`config.mk`:
```
export PLATFORM = sky130hd
export DESIGN_NAME = l1_trigger_holdoff
export DESIGN_NICKNAME = d
export VERILOG_FILES = /design/src/rtl/l1_trigger_pkg.sv /design/src/rtl/l1_event_fifo.sv /design/src/rtl/l1_trigger_holdoff.sv
export SDC_FILE = /design/constraint.sdc
export NUM_CORES = 1
export LEC_CHECK = 0
export CAP_MARGIN = 20
export CORE_ASPECT_RATIO = 1.4
export CORE_MARGIN = 5
export CORE_UTILIZATION = 50
export DETAILED_ROUTE_END_ITERATION = 8
export PLACE_DENSITY = 0.76
export REMOVE_ABC_BUFFERS = 1
export SLEW_MARGIN = 10
export SYNTH_ARGS = -nofsm -noshare
export SYNTH_HDL_FRONTEND = slang
export SYNTH_SLANG_ARGS = --single-unit
```
`constraint.sdc`:
```
create_clock -name aclk -period 12.09 [get_ports aclk]
set_input_delay 3.627 -clock aclk [delete_from_list [all_inputs] [get_ports aclk]]
set_output_delay 3.627 -clock aclk [all_outputs]
set_load 0.05 [all_outputs]
```
`src/rtl/l1_trigger_pkg.sv`:
```
// Shared definitions for the L1 trigger hold-off block: event word layout,
// timestamp width and the FSM state type.
package l1_trigger_pkg;

  localparam int TS_W     = 32;
  localparam int BEAM_W   = 32;
  localparam int WORD_W   = 64;
  localparam int BEAM_LSB = 0;
  localparam int TS_LSB   = 32;

  typedef enum logic {
    ST_IDLE    = 1'b0,
    ST_HOLDOFF = 1'b1
  } state_t;

  function automatic logic [WORD_W-1:0] pack_event(input logic [TS_W-1:0]   ts,
                                                   input logic [BEAM_W-1:0] beams);
    logic [WORD_W-1:0] word;
    word                      = '0;
    word[TS_LSB +: TS_W]      = ts;
    word[BEAM_LSB +: BEAM_W]  = beams;
    return word;
  endfunction

endpackage

```
`src/rtl/l1_event_fifo.sv`:
```
// Synchronous event FIFO: array storage with a registered output stage.
// Occupancy (and so full/empty) includes the word held in the output register.
module l1_event_fifo #(
  parameter int WIDTH = 64,
  parameter int DEPTH = 16
) (
  input  logic             aclk,
  input  logic             reset_i,
  input  logic             wr_en,
  input  logic [WIDTH-1:0] wr_data,
  output logic             full,
  output logic             empty,
  output logic [WIDTH-1:0] rd_data,
  output logic             rd_valid,
  input  logic             rd_ready
);

  localparam int AW = $clog2(DEPTH);

  logic [WIDTH-1:0] mem [DEPTH];
  logic [AW-1:0]    wptr_reg;
  logic [AW-1:0]    rptr_reg;
  logic [AW:0]      mem_cnt_reg;
  logic [WIDTH-1:0] rd_data_reg;
  logic             rd_valid_reg;
  logic [AW:0]      occ;
  logic             wr_accept;
  logic             pop;
  logic             load;

  assign occ       = mem_cnt_reg + (AW+1)'(rd_valid_reg);
  assign full      = (occ == (AW+1)'(DEPTH));
  assign empty     = (occ == '0);
  // Full is judged before any same-cycle pop, so a write at full is refused.
  assign wr_accept = wr_en & ~full;
  assign pop       = rd_valid_reg & rd_ready;
  assign load      = (mem_cnt_reg != '0) && (!rd_valid_reg || rd_ready);

  assign rd_data   = rd_data_reg;
  assign rd_valid  = rd_valid_reg;

  always_ff @(posedge aclk) begin
    if (wr_accept) begin
      mem[wptr_reg] <= wr_data;
    end
  end

  always_ff @(posedge aclk or posedge reset_i) begin
    if (reset_i) begin
      wptr_reg     <= '0;
      rptr_reg     <= '0;
      mem_cnt_reg  <= '0;
      rd_data_reg  <= '0;
      rd_valid_reg <= 1'b0;
    end else begin
      if (wr_accept) begin
        wptr_reg <= wptr_reg + AW'(1);
      end
      if (load) begin
        rd_data_reg  <= mem[rptr_reg];
        rptr_reg     <= rptr_reg + AW'(1);
        rd_valid_reg <= 1'b1;
      end else if (pop) begin
        rd_valid_reg <= 1'b0;
      end
      case ({wr_accept, load})
        2'b10:   mem_cnt_reg <= mem_cnt_reg + (AW+1)'(1);
        2'b01:   mem_cnt_reg <= mem_cnt_reg - (AW+1)'(1);
        default: mem_cnt_reg <= mem_cnt_reg;
      endcase
    end
  end

endmodule

```
`src/rtl/l1_trigger_holdoff.sv`:
```
// L1 trigger with dead time: qualifies registered beam triggers, timestamps
// the event, queues it in a FIFO and ignores triggers for holdoff_i+1 cycles.
module l1_trigger_holdoff
  import l1_trigger_pkg::*;
#(
  parameter int NBEAMS     = 2,
  parameter int FIFO_DEPTH = 16
) (
  input  logic              aclk,
  input  logic              reset_i,
  input  logic [NBEAMS-1:0] trigger_i,
  input  logic [NBEAMS-1:0] mask_i,
  input  logic              enable_i,
  input  logic [15:0]       holdoff_i,
  output logic [63:0]       m_tdata,
  output logic              m_tvalid,
  input  logic              m_tready,
  output logic              busy_o,
  output logic [31:0]       event_count_o,
  output logic [15:0]       drop_count_o
);

  logic [TS_W-1:0]   ts_reg;
  logic [NBEAMS-1:0] s1_trig_reg;
  logic [TS_W-1:0]   s1_ts_reg;
  state_t            state_reg, state_next;
  logic [15:0]       cnt_reg, cnt_next;
  logic [WORD_W-1:0] ev_word_reg;
  logic              wr_pend_reg;
  logic [31:0]       event_count_reg;
  logic [15:0]       drop_count_reg;

  logic [NBEAMS-1:0] hit;
  logic [BEAM_W-1:0] beam_bits;
  logic              accept;
  logic              fifo_full;
  logic              fifo_empty;
  logic              write_ok;
  logic              write_drop;

  assign hit = s1_trig_reg & ~mask_i;

  generate
    for (genvar gi = 0; gi < BEAM_W; gi++) begin : g_beam
      if (gi < NBEAMS) begin : g_used
        assign beam_bits[gi] = hit[gi];
      end else begin : g_pad
        assign beam_bits[gi] = 1'b0;
      end
    end
  endgenerate

  always_comb begin
    state_next = state_reg;
    cnt_next   = cnt_reg;
    accept     = 1'b0;
    case (state_reg)
      ST_IDLE: begin
        if (enable_i && (|hit)) begin
          state_next = ST_HOLDOFF;
          cnt_next   = holdoff_i;
          accept     = 1'b1;
        end
      end
      ST_HOLDOFF: begin
        if (cnt_reg == 16'd0) begin
          state_next = ST_IDLE;
        end else begin
          cnt_next = cnt_reg - 16'd1;
        end
      end
      default: state_next = ST_IDLE;
    endcase
  end

  // A full FIFO implies a non-empty one; both flags gate the drop path.
  assign write_ok   = wr_pend_reg & ~fifo_full;
  assign write_drop = wr_pend_reg & fifo_full & ~fifo_empty;

  always_ff @(posedge aclk or posedge reset_i) begin
    if (reset_i) begin
      ts_reg          <= '0;
      s1_trig_reg     <= '0;
      s1_ts_reg       <= '0;
      state_reg       <= ST_IDLE;
      cnt_reg         <= '0;
      ev_word_reg     <= '0;
      wr_pend_reg     <= 1'b0;
      event_count_reg <= '0;
      drop_count_reg  <= '0;
    end else begin
      ts_reg      <= ts_reg + 32'd1;
      s1_trig_reg <= trigger_i;
      s1_ts_reg   <= ts_reg;
      state_reg   <= state_next;
      cnt_reg     <= cnt_next;
      wr_pend_reg <= accept;
      if (accept) begin
        ev_word_reg <= pack_event(s1_ts_reg, beam_bits);
      end
      if (write_ok) begin
        event_count_reg <= event_count_reg + 32'd1;
      end
      if (write_drop && (drop_count_reg != 16'hFFFF)) begin
        drop_count_reg <= drop_count_reg + 16'd1;
      end
    end
  end

  l1_event_fifo #(
    .WIDTH (WORD_W),
    .DEPTH (FIFO_DEPTH)
  ) u_fifo (
    .aclk     (aclk),
    .reset_i  (reset_i),
    .wr_en    (wr_pend_reg),
    .wr_data  (ev_word_reg),
    .full     (fifo_full),
    .empty    (fifo_empty),
    .rd_data  (m_tdata),
    .rd_valid (m_tvalid),
    .rd_ready (m_tready)
  );

  assign busy_o        = (state_reg == ST_HOLDOFF);
  assign event_count_o = event_count_reg;
  assign drop_count_o  = drop_count_reg;

endmodule

```
* Word-level counts from Yosys, hierarchy flattened
Memories as Yosys holds them, arrays and structs flattened. A register that Yosys moved wholly into a read port is not among the register bits.
Index checks and enable logic that the tools add are counted.
** Word-level totals
- Register bits after elaboration :: 244
- Bits in writable memories :: 544
- Output and inout bits :: 114
- Logic and storage cells :: 63
- Memories :: 1
** Memory list
- u_fifo.mem :: depth 16, bits a word 34, read ports 1, clocked after Yosys merged registers in 1, wr ports 1, line l1_event_fifo.sv:20 : logic [WIDTH-1:0] mem [DEPTH];
** Operators by class
- Add/subtract/negate cells :: 9
- Equality and inequality tests :: 6
- Muxes and demuxes :: 12
- Bitwise operators :: 9
- Reduce and logical (&&, ||, !) cells :: 12
** Operators with widths (number)
- 32-bit by 1-bit adder with 32-bit output (second input constant) :: 2
- 16-bit 2-to-1 mux :: 2
- 16-bit one-hot mux with 2 select lines :: 1
- 16-bit by 1-bit adder with 16-bit output (second input constant) :: 1
- 16-bit zero test :: 1
- 16-bit inequality test (second input constant) :: 1
- 16-bit by 1-bit subtractor with 16-bit output (second input constant) :: 1
- 5-bit one-hot mux with 2 select lines :: 1
- 4-bit by 1-bit adder with 4-bit output (second input constant) :: 2
- 1-bit 2-to-1 mux :: 7
- 5-bit by 1-bit adder with 5-bit output :: 1
- 5-bit by 1-bit adder with 5-bit output (second input constant) :: 1
- 5-bit equality test (second input constant) :: 1
- 5-bit zero test :: 1
- 5-bit nonzero test :: 1
- 5-bit by 1-bit subtractor with 5-bit output (second input constant) :: 1
- 1-bit bitwise AND :: 4
- 2-bit inequality test (second input constant) :: 2
- 2-bit nonzero test :: 2
- 1-bit logical AND :: 3
- 1-bit NOT :: 3
- 2-bit bitwise AND :: 1
- 2-bit by 1-bit equality test with 1-bit output (second input constant) :: 1
- 2-bit equality test (second input constant) :: 1
- other kinds (6) :: 6

* Depth between registers and ports, before layout
Gate-level depths: netlist (run 1).
- Depth after elaboration :: 6
- Mapped depth :: 14
- Gate-level depth less buffers :: 14

* By module
A second synthesis (run 1) with hierarchy kept.
** Unflattened totals
- Cell total of the unflattened synthesis :: 2456
- Area, all modules :: 48444.0 sq um
** Modules (own cells, without submodules)
- l1_event_fifo :: times used 1, cells each 1854, area an instance 41711.3 sq um, seq. area each 32701.4 sq um
- l1_trigger_holdoff :: times used 1, cells each 602, area an instance 6732.7 sq um, seq. area each 4154.0 sq um

* Worst setup path before layout (run 1)
OpenSTA, ideal clock, no wires.
- Path type :: reg-to-reg
- Start :: register u_fifo.rd_valid_reg (netlist: u_fifo.rd_valid)
- End :: memory u_fifo.mem[0][0] in the netlist's numbering (enable)
- Library setup time :: 522 ps
- Data arrival time :: 5335 ps
- Data required time :: 11568 ps
- Slack :: 6233 ps
- Cell stages (with the launch flop) :: 7
- Path buffers :: 0
- Period minus slack after synthesis :: 5857 ps
- Cells stage by stage :: dfrtp_1 ha_1 ha_1 a211oi_4 a21oi_1 clkinv_1 nor4b_1
** Between the ends
- Longest elaborated chain between the ends :: 6
** RTL lines
- start, declared :: line l1_event_fifo.sv:25 : logic rd_valid_reg;
- start signal, assigned :: line l1_event_fifo.sv:54 : rd_valid_reg <= 1'b0;
- start signal, assigned :: line l1_event_fifo.sv:62 : rd_valid_reg <= 1'b1;
- start signal, assigned :: line l1_event_fifo.sv:64 : rd_valid_reg <= 1'b0;
- 5-bit by 1-bit adder with 5-bit output :: line l1_event_fifo.sv:31 : assign occ = mem_cnt_reg + (AW+1)'(rd_valid_reg);
- 5-bit equality test :: line l1_event_fifo.sv:32 : assign full = (occ == (AW+1)'(DEPTH));
- 1-bit NOT :: line l1_event_fifo.sv:35 : assign wr_accept = wr_en & ~full;
- 1-bit bitwise AND :: line l1_event_fifo.sv:35
- 1-bit 2-to-1 mux :: line l1_event_fifo.sv:43 : if (wr_accept) begin
- 1-bit 2-to-1 mux (not written as such) :: line l1_event_fifo.sv:44 : mem[wptr_reg] <= wr_data;
- end, declared :: line l1_event_fifo.sv:20
Every way passes these cells.

* Worst setup path in the final report (run 1)
- Start :: input port mask_i[1]
- End :: register cnt_reg[8]
** Between the ends
- Longest elaborated chain between the ends :: 6
** RTL lines
- start, declared :: line l1_trigger_holdoff.sv:12 : input logic [NBEAMS-1:0] mask_i,
- 2-bit NOT :: line l1_trigger_holdoff.sv:41 : assign hit = s1_trig_reg & ~mask_i;
- 2-bit bitwise AND :: line l1_trigger_holdoff.sv:41
- 2-bit OR reduction :: line l1_trigger_holdoff.sv:59 : if (enable_i && (|hit)) begin
- 1-bit logical AND :: line l1_trigger_holdoff.sv:59
- 2-bit inequality test (no line)
- 2-bit AND reduction (no line)
- end signal, assigned :: line l1_trigger_holdoff.sv:96 : cnt_reg <= cnt_next;
- end, declared :: line l1_trigger_holdoff.sv:27 : logic [15:0] cnt_reg, cnt_next;
Every way passes these cells.
A chain may end at the register's enable or synchronous reset.

==> results of run 1 <==
kinds of logic (layout without fill, tap and decap cells):
logic type | Yosys count | after routing
flops | 758 | 758
fa+ha+maj | 16 | 16
other cells | 1 | 30
compound gates | 93 | 93
buf+inv | 128 | 278
xor+xnor | 90 | 90
mux | 208 | 208
simple gates | 359 | 359
synthesized netlist by cell type, drive strengths merged, types with 2 or more instances:
| cell type | n | area share, % |
|---|---|---|
| a22oi | 3 | 0.076 |
| a21o | 2 | 0.051 |
| and3 | 18 | 0.38 |
| nand4 | 26 | 0.55 |
| o22a | 6 | 0.18 |
| a31oi | 6 | 0.13 |
| a21oi | 12 | 0.20 |
| o21ai | 10 | 0.18 |
| mux2i | 70 | 2.4 |
| nor4 | 12 | 0.38 |
| or3 | 4 | 0.10 |
| a211oi | 4 | 0.14 |
| or4 | 4 | 0.10 |
| a2bb2oi | 3 | 0.089 |
| xor2 | 29 | 0.86 |
| and4 | 11 | 0.33 |
| ha | 15 | 0.63 |
| edfxtp | 544 | 55 |
| nor3 | 13 | 0.24 |
| nand3 | 28 | 0.52 |
| o221ai | 34 | 1.0 |
| a221oi | 2 | 0.059 |
| dfrtp | 214 | 18 |
| or2 | 2 | 0.042 |
| mux2 | 2 | 0.076 |
| nor2 | 31 | 0.39 |
| nor3b | 6 | 0.15 |
| clkbuf | 32 | 0.41 |
| nand2b | 4 | 0.084 |
| xnor2 | 61 | 1.8 |
| nor4b | 7 | 0.21 |
| inv | 21 | 0.27 |
| nand2 | 182 | 2.3 |
| o22ai | 4 | 0.084 |
| mux4 | 136 | 10 |
| buf | 74 | 1.5 |
| and2 | 8 | 0.17 |
worst register-to-register path, delay by kind of cell (launching register included):
| family | cells | cell delay [ns] |
|---|---|---|
| compound gates | 2 | 0.78 |
| fa+ha+maj | 2 | 0.47 |
| buf+inv | 2 | 1.17 |
| flops | 1 | 0.56 |
| simple gates | 3 | 0.96 |
final cells by class:
type                    instances  area, µm²  share of cell area, %
flip-flops and latches        758      21700                   64.5
multi-input cells             796       7480                   22.2
clock inverters                25        245                  0.729
repair buffers                136       1330                   3.95
well taps                     749        937                   2.78
inverters                      22       90.1                  0.268
clock buffers                  95       1870                   5.56
power by group through the flow:
| stage | clock network (µW) | registers, µW | logic [µW] |
|---|---|---|---|
| detailed placement | 0 | 3280 | 1540 |
| global placement | 0 | 3270 | 1500 |
| finish | 2070 | 3230 | 1540 |
| floorplan | 0 | 3550 | 842 |
| CTS | 2100 | 3230 | 1550 |
| global route | 2200 | 3260 | 1650 |
stage by stage:
stage | util, % | instances | cell area (µm²) | power, µW | hold WS (ns)
final | 57.3 | 2581 | 33700 | 6840 | 0.401
after global routing | 57.3 | 2581 | 33700 | 7110 | 0.414
after CTS | 57.2 | 2579 | 33600 | 6870 | 0.408
after detailed placement | 53.6 | 2459 | 31500 | 4820 | 0.394
after global placement | 53.6 | 2459 | 31500 | 4770 | 0.384
after floorplan | - | 1576 | 29200 | 4400 | 0.372
layer usage:
| layer | part of all wire, % | wire length, µm | up-vias | track usage, % |
|---|---|---|---|---|
| met1 | 38 | 24700 | 7982 | 25.8 |
| met5 | 0 | 0 | - | 0 |
| li1 | - | - | 6583 | - |
| met3 | 6.4 | 4200 | 104 | 3.24 |
| met4 | 2.7 | 1730 | 0 | 6.36 |
| met2 | 53 | 34600 | 673 | 35.7 |
worst min-delay path by stage:
stage | startpoint | endpoint | cells past startpoint
4_1_cts | ts_reg[31]$_DFF_PP0_ | s1_ts_reg[31]$_DFF_PP0_ | 0
6_report | ts_reg[31]$_DFF_PP0_ | s1_ts_reg[31]$_DFF_PP0_ | 0
5_1_grt | ts_reg[31]$_DFF_PP0_ | s1_ts_reg[31]$_DFF_PP0_ | 0
3_3_place_gp | ts_reg[31]$_DFF_PP0_ | s1_ts_reg[31]$_DFF_PP0_ | 0
3_5_place_dp | ts_reg[31]$_DFF_PP0_ | s1_ts_reg[31]$_DFF_PP0_ | 0
2_1_floorplan | ts_reg[31]$_DFF_PP0_ | s1_ts_reg[31]$_DFF_PP0_ | 0
==> impl_summary.txt, run 1 <==
----------------------------------------------------
[Setup path]
  Category of the worst setup path launch point ... input port
  Ordered list of cells on the worst path ... clkdlybuf4s50_1 > nand2b_1 > a211o_2 > buf_4 > inv_2 > a21oi_1 > inv_1 > o221a_2
  Arrival time worst endpoint ... between 6 and 7 ns
  Maximum fanout encountered on the critical timing path ... 53
  Destination of the worst register-to-register timing path ... u_fifo.mem[10][17]$_DFFE_PP_
  FF-to-FF setup slack ... 7.75 ns
  End point of the critical path ... cnt_reg[8]$_DFFE_PP0P_
  Kind of cell adding the most delay to the critical path ... buffers and inverters
  Cell depth of the worst setup path ... 8
  Worst-path cell with the longest stage delay ... sky130_fd_sc_hd__a21oi_1
  Critical path endpoint category ... flip-flop
  Startpoint of the worst register-to-register path ... u_fifo.mem_cnt_reg[0]$_DFFE_PP0P_
  Launching instance or port of the critical path ... mask_i[1]
  Reg2Reg Depth ... 9
  Worst setup path class ... in -> reg
  Delay of the slowest cell on the worst path ... 0.84 ns
  Worst path bufs/invs ... 4
  Data required time of the critical path ... 12.56 ns

[Timing]
  Number of hold violations in the final report ... 0
  Unrepaired setup endpoints after global routing ... no
  Shortest clock period the worst path allows after layout ... 6.24 ns
  Fmax achieved ... 0.160 GHz
  Max-Slew Margin vs Limit ... 26.6%
  Setup TNS Final ... 0 ns
  Final Max Tran Viols ... 0
  Worst-Margin Slew ... 1.10 ns
  Period utilization ... 51.6%
  Setup clock skew after layout ... 0.0193 ns
  Finish-stage setup viols ... 0
  Final worst slack ... around 6 ns

[Global routing]
  Total global routing track utilization ... 20.2%
  Number of antenna violations at the first check in global routing ... 0
  Global-route wire length before repair ... 99200 µm
  Vias in the first global route ... 16300
  Maximum number of pins on one net before global-route repair ... roughly 110
  Aggregate global routing overflow ... 0

[Routing]
  Total via count after detailed routing ... 15300
  Avg WL per Cell ... 25.3 µm
  Total wire length after detailed routing ... 65200 µm
  Via density per instance ... 5.94
  Number of violations reported at the end of detailed-routing iteration 0 ... 1495
  DR DRC count ... 0
  Detailed-routing iteration count for the pre-antenna-repair pass ... 5
  Remaining antenna violation count ... 0

[Pwr]
  Clock network fraction of total power ... 30.3%
  Combinational fraction of design power ... 22.6%
  NetSw ... around 2000 µW
  Peak supply drop ... between 0.1 and 0.15 mV
  Power per unit of standard cell area ... just over 200 nW/µm²
  Leak ... approximately 0.012 µW
  Part of the total power dissipated in sequential elements ... a little under half
  Switching power share of the total ... between 20% and 30%
  Internal Pwr Total ... 4790 µW

[Synth]
  Synthesized-area fraction occupied by ao, oa, aoi and oai cells ... 2.45%
  Post-synthesis share of cell area spent on full adders, half adders and majority gates ... less than 1%
  Synthesized-area fraction occupied by xor and xnor cells ... approximately 2.7%
  #FFs+latches synth ... 758
  Proportion of register bits with asynchronous set or reset after synthesis ... 28.2%
  Number of distinct library cells after synthesis ... 64
  Mux share of post-synthesis cell area ... 12.8%
  Cell Area, Synth ... 29600 µm²
  Syn_area_per_cell ... around 18 µm²
  Sequential cell area fraction in the yosys report ... 73.2%
  Dominant combinational cell family by area after synthesis ... multiplexers
  Most common flop cell mapped by yosys ... sky130_fd_sc_hd__edfxtp_1
  Synthesized netlist cell count ... 1653
  Count of flip-flops with a built-in enable after synthesis ... 544
  Synthesis Warnings ... 0
  Basic-gate share of the synthesized area counting and, or, nand and nor cells ... 6.03%

[Die]
  Core area ... 58700 µm²
  Floorplan die area ... 64300 µm²
  Standard-cell row count ... 105
  Starting utilization of the core area ... 50.5%
  Width of the die ... 216 µm
  Number of top-level pins ... 138
  Chip Height ... slightly below 300 µm

[Status]
  Outcome ... finished clean

[Layout]
  Post-synthesis to final-layout area growth ... 13.6%
  Most common library cell in the layout ignoring fill and taps ... sky130_fd_sc_hd__edfxtp_1
  Layout cell share with drive strength beyond 1 ... approximately 17%
  Most used cells in the layout excluding fill and tap cells ... sky130_fd_sc_hd__edfxtp_1, sky130_fd_sc_hd__dfrtp_1, sky130_fd_sc_hd__nand2_1, sky130_fd_sc_hd__mux4_2, sky130_fd_sc_hd__clkdlybuf4s50_1
  Final nets ... approximately 1800
  Max reg flops ... 544
  Count of antenna diodes in the layout ... 0
  Fill cell total of the finished layout ... approximately 4200

[Job]
  Max-cap violation count ... 0

[Clock tree]
  Number of buffers inserted during clock tree synthesis ... 66
  Clock H-tree levels ... 3
  CTS Root Buffer Type ... sky130_fd_sc_hd__clkbuf_16
  CTS tree ... yes
  Maximum clock path buffer count ... 3
  CTS clock-pin slew for the worst setup and hold paths ... 0.06 ns
  Total of cells resized after clock tree synthesis ... 0
  Clock sink count ... about 760
  Quantity of hold-fixing buffers added after cts ... 0
  Clock Latency Late Sink ... 0.59 ns
  Number of post-CTS setup repair buffers ... 0

[Placement]
  Worst slack, placed ... 5.31 ns
  Gpl congestion ... 0.791
  Half-perimeter wire length after detailed placement ... 34400 µm
  PortBufs ... 107

[Worst hold path]
  Tightest Hold Check Type ... reg -> reg

----------------------------------------------------
Power figures use the tool's default switching activity.
==> run 2: changes to the inputs <==
==> constraint.sdc (replaced) <==
create_clock -name aclk -period 6.5 [get_ports aclk]
set_input_delay 1.95 -clock aclk [delete_from_list [all_inputs] [get_ports aclk]]
set_output_delay 1.95 -clock aclk [all_outputs]
set_load 0.05 [all_outputs]
==> impl_summary.txt, run 2 (synthesis results as in run 1) <==
----------------------------------------------------
[Placement]
  Worst slack, placed ... around 2.1 ns
  Placement Cell Area ... around 32000 µm²
  Half-perimeter wire length after detailed placement ... 34600 µm
  Placed cell count ... 2459
  Gpl congestion ... 0.790
  PortBufs ... 107

[Timing]
  Final Max Tran Viols ... 0
  Unrepaired setup endpoints after global routing ... no
  Setup clock skew after layout ... 0.0262 ns
  Period utilization ... 66.3%
  Finish-stage setup viols ... 0
  Worst-Margin Slew ... 1.14 ns
  Fmax achieved ... around 0.23 GHz
  Final worst slack ... 2.19 ns
  Number of hold violations in the final report ... 0
  Shortest clock period the worst path allows after layout ... 4.31 ns
  Max-Slew Margin vs Limit ... roughly a quarter
  Final-layout worst hold slack ... 0.422 ns

[Pwr]
  Part of the total power dissipated in sequential elements ... 46.2%
  Leak ... between 0.01 and 0.015 µW
  Internal Pwr Total ... approximately 9100 µW
  Power per unit of standard cell area ... roughly 380 nW/µm²
  Peak supply drop ... between 0.3 and 0.4 mV
  Clock network fraction of total power ... a little under a third
  Power after layout ... 13000 µW
  NetSw ... roughly 3800 µW
  Switching power share of the total ... 29.5%
  Combinational fraction of design power ... 22.0%

[Global routing]
  Maximum number of pins on one net before global-route repair ... 141
  Number of antenna violations at the first check in global routing ... 0
  Total global routing track utilization ... 20.1%
  Vias in the first global route ... approximately 16000
  Global-route wire length before repair ... 99500 µm
  Aggregate global routing overflow ... 0

[Die]
  Standard-cell row count ... 105
  Chip Height ... 298 µm
  Core area ... 58700 µm²
  Starting utilization of the core area ... 50.5%
  Floorplan die area ... roughly 64000 µm²
  Number of top-level pins ... 138
  Width of the die ... around 220 µm

[Routing]
  DR DRC count ... 0
  Detailed-routing iteration count for the pre-antenna-repair pass ... 5
  Avg WL per Cell ... ~25 µm
  Via density per instance ... 5.96
  Number of violations reported at the end of detailed-routing iteration 0 ... approximately 1400
  Total via count after detailed routing ... 15400
  Remaining antenna violation count ... 0
  Total wire length after detailed routing ... 64700 µm

[Clock tree]
  Total of cells resized after clock tree synthesis ... 0
  Number of buffers inserted during clock tree synthesis ... 67
  CTS Root Buffer Type ... sky130_fd_sc_hd__clkbuf_16
  CTS tree ... yes
  Clock Latency Late Sink ... 0.60 ns
  Clock sink count ... between 700 and 800
  Maximum clock path buffer count ... 3
  CTS clock-pin slew for the worst setup and hold paths ... 0.07 ns
  Number of post-CTS setup repair buffers ... 0
  Clock H-tree levels ... 3
  Quantity of hold-fixing buffers added after cts ... 0

[Worst hold path]
  Tightest Hold Check Type ... reg -> reg
  Hold path start ... ts_reg[24]$_DFF_PP0_

[Layout]
  Most used cells in the layout excluding fill and tap cells ... sky130_fd_sc_hd__edfxtp_1, sky130_fd_sc_hd__dfrtp_1, sky130_fd_sc_hd__nand2_1, sky130_fd_sc_hd__mux4_2, sky130_fd_sc_hd__clkdlybuf4s50_1
  Most common library cell in the layout ignoring fill and taps ... sky130_fd_sc_hd__edfxtp_1
  Max reg flops ... 544
  Layout cell share with drive strength beyond 1 ... 16.9%
  Final nets ... 1820
  Post-synthesis to final-layout area growth ... 14.2%
  Count of antenna diodes in the layout ... 0
  Fill cell total of the finished layout ... around 4200
  Fin cells ... 2584
  Finished layout cell area ... 33800 µm²

[Setup path]
  Delay of the slowest cell on the worst path ... between 0.9 and 1 ns
  Most Frequent Cell on Critical Path ... sky130_fd_sc_hd__ha_1
  Ordered list of cells on the worst path ... ha_1 > ha_1 > nand2_1 > a211oi_4 > a21oi_1 > clkinv_1 > nor3b_1 > and2_2
  Arrival time worst endpoint ... 4.50 ns
  Startpoint of the worst register-to-register path ... u_fifo.mem_cnt_reg[0]$_DFFE_PP0P_
  Critical path endpoint category ... flip-flop
  Kind of cell adding the most delay to the critical path ... simple AND/OR/NAND/NOR gates
  Worst setup path class ... reg -> reg
  Worst-path cell with the longest stage delay ... sky130_fd_sc_hd__and2_2
  Worst path bufs/invs ... 1
  Maximum fanout encountered on the critical timing path ... 34
  Launching instance or port of the critical path ... u_fifo.mem_cnt_reg[0]$_DFFE_PP0P_
  Data required time of the critical path ... 6.69 ns
  Category of the worst setup path launch point ... flip-flop

[Job]
  Max-cap violation count ... 0

[Status]
  Outcome ... finished clean

----------------------------------------------------
[run 2: cell count changes in the layout (fill, tap and decap cells not counted), sizes merged]
cell      previous run  this run
bufinv               3         8
buf                 29        28
clkbuf              95        96
clkinv              15        14
clkinvlp             3         2
[run 2: worst paths after layout]
kind                            slack, ns                            to  cells after the start
worst min register to register       0.42       s1_ts_reg[24]$_DFF_PP0_                      0
worst min-delay path                 0.42       s1_ts_reg[24]$_DFF_PP0_                      0
max in group asynchronous            3.57       s1_ts_reg[26]$_DFF_PP0_                      4
min in group asynchronous            1.75        cnt_reg[6]$_DFFE_PP0P_                      2
worst max-delay path                 2.19  u_fifo.mem[10][18]$_DFFE_PP_                      8
worst max register to register       2.19  u_fifo.mem[10][18]$_DFFE_PP_                      8
[run 2: routing by layer]
layer	GRT usage, %	vias up	share of wire [%]
li1	-	6588	-
met1	25.9	8111	38
met2	35.2	583	53
met3	3.40	109	6.0
met4	6.08	0	2.5
met5	0	-	0
[run 2: final cells by class]
class	instances	area, µm²	share of cell area [%]
repair buffers	135	1330	3.92
flip-flops and latches	758	21700	64.1
multi-input cells	796	7480	22.1
inverters	22	90.1	0.266
clock buffers	96	1910	5.64
clock inverters	28	399	1.18
well taps	749	937	2.77
[run 2: stage by stage]
| step | setup TNS [ns] | utilization, % |
|---|---|---|
| final | 0 | 57.6 |
| after CTS | 0 | 57.6 |
| after detailed placement | 0 | 53.7 |
| after global routing | 0 | 57.6 |
| after global placement | 0 | 53.6 |
| after floorplan | -278.40 | - |
[run 2: power groups by stage]
stage	registers (µW)	logic [µW]	clock network, µW
4_1_cts	5990	2890	4190
5_1_grt	6040	3050	4400
3_5_place_dp	6080	2870	0
6_report	5980	2850	4130
2_1_floorplan	6610	1570	0
3_3_place_gp	6060	2820	0
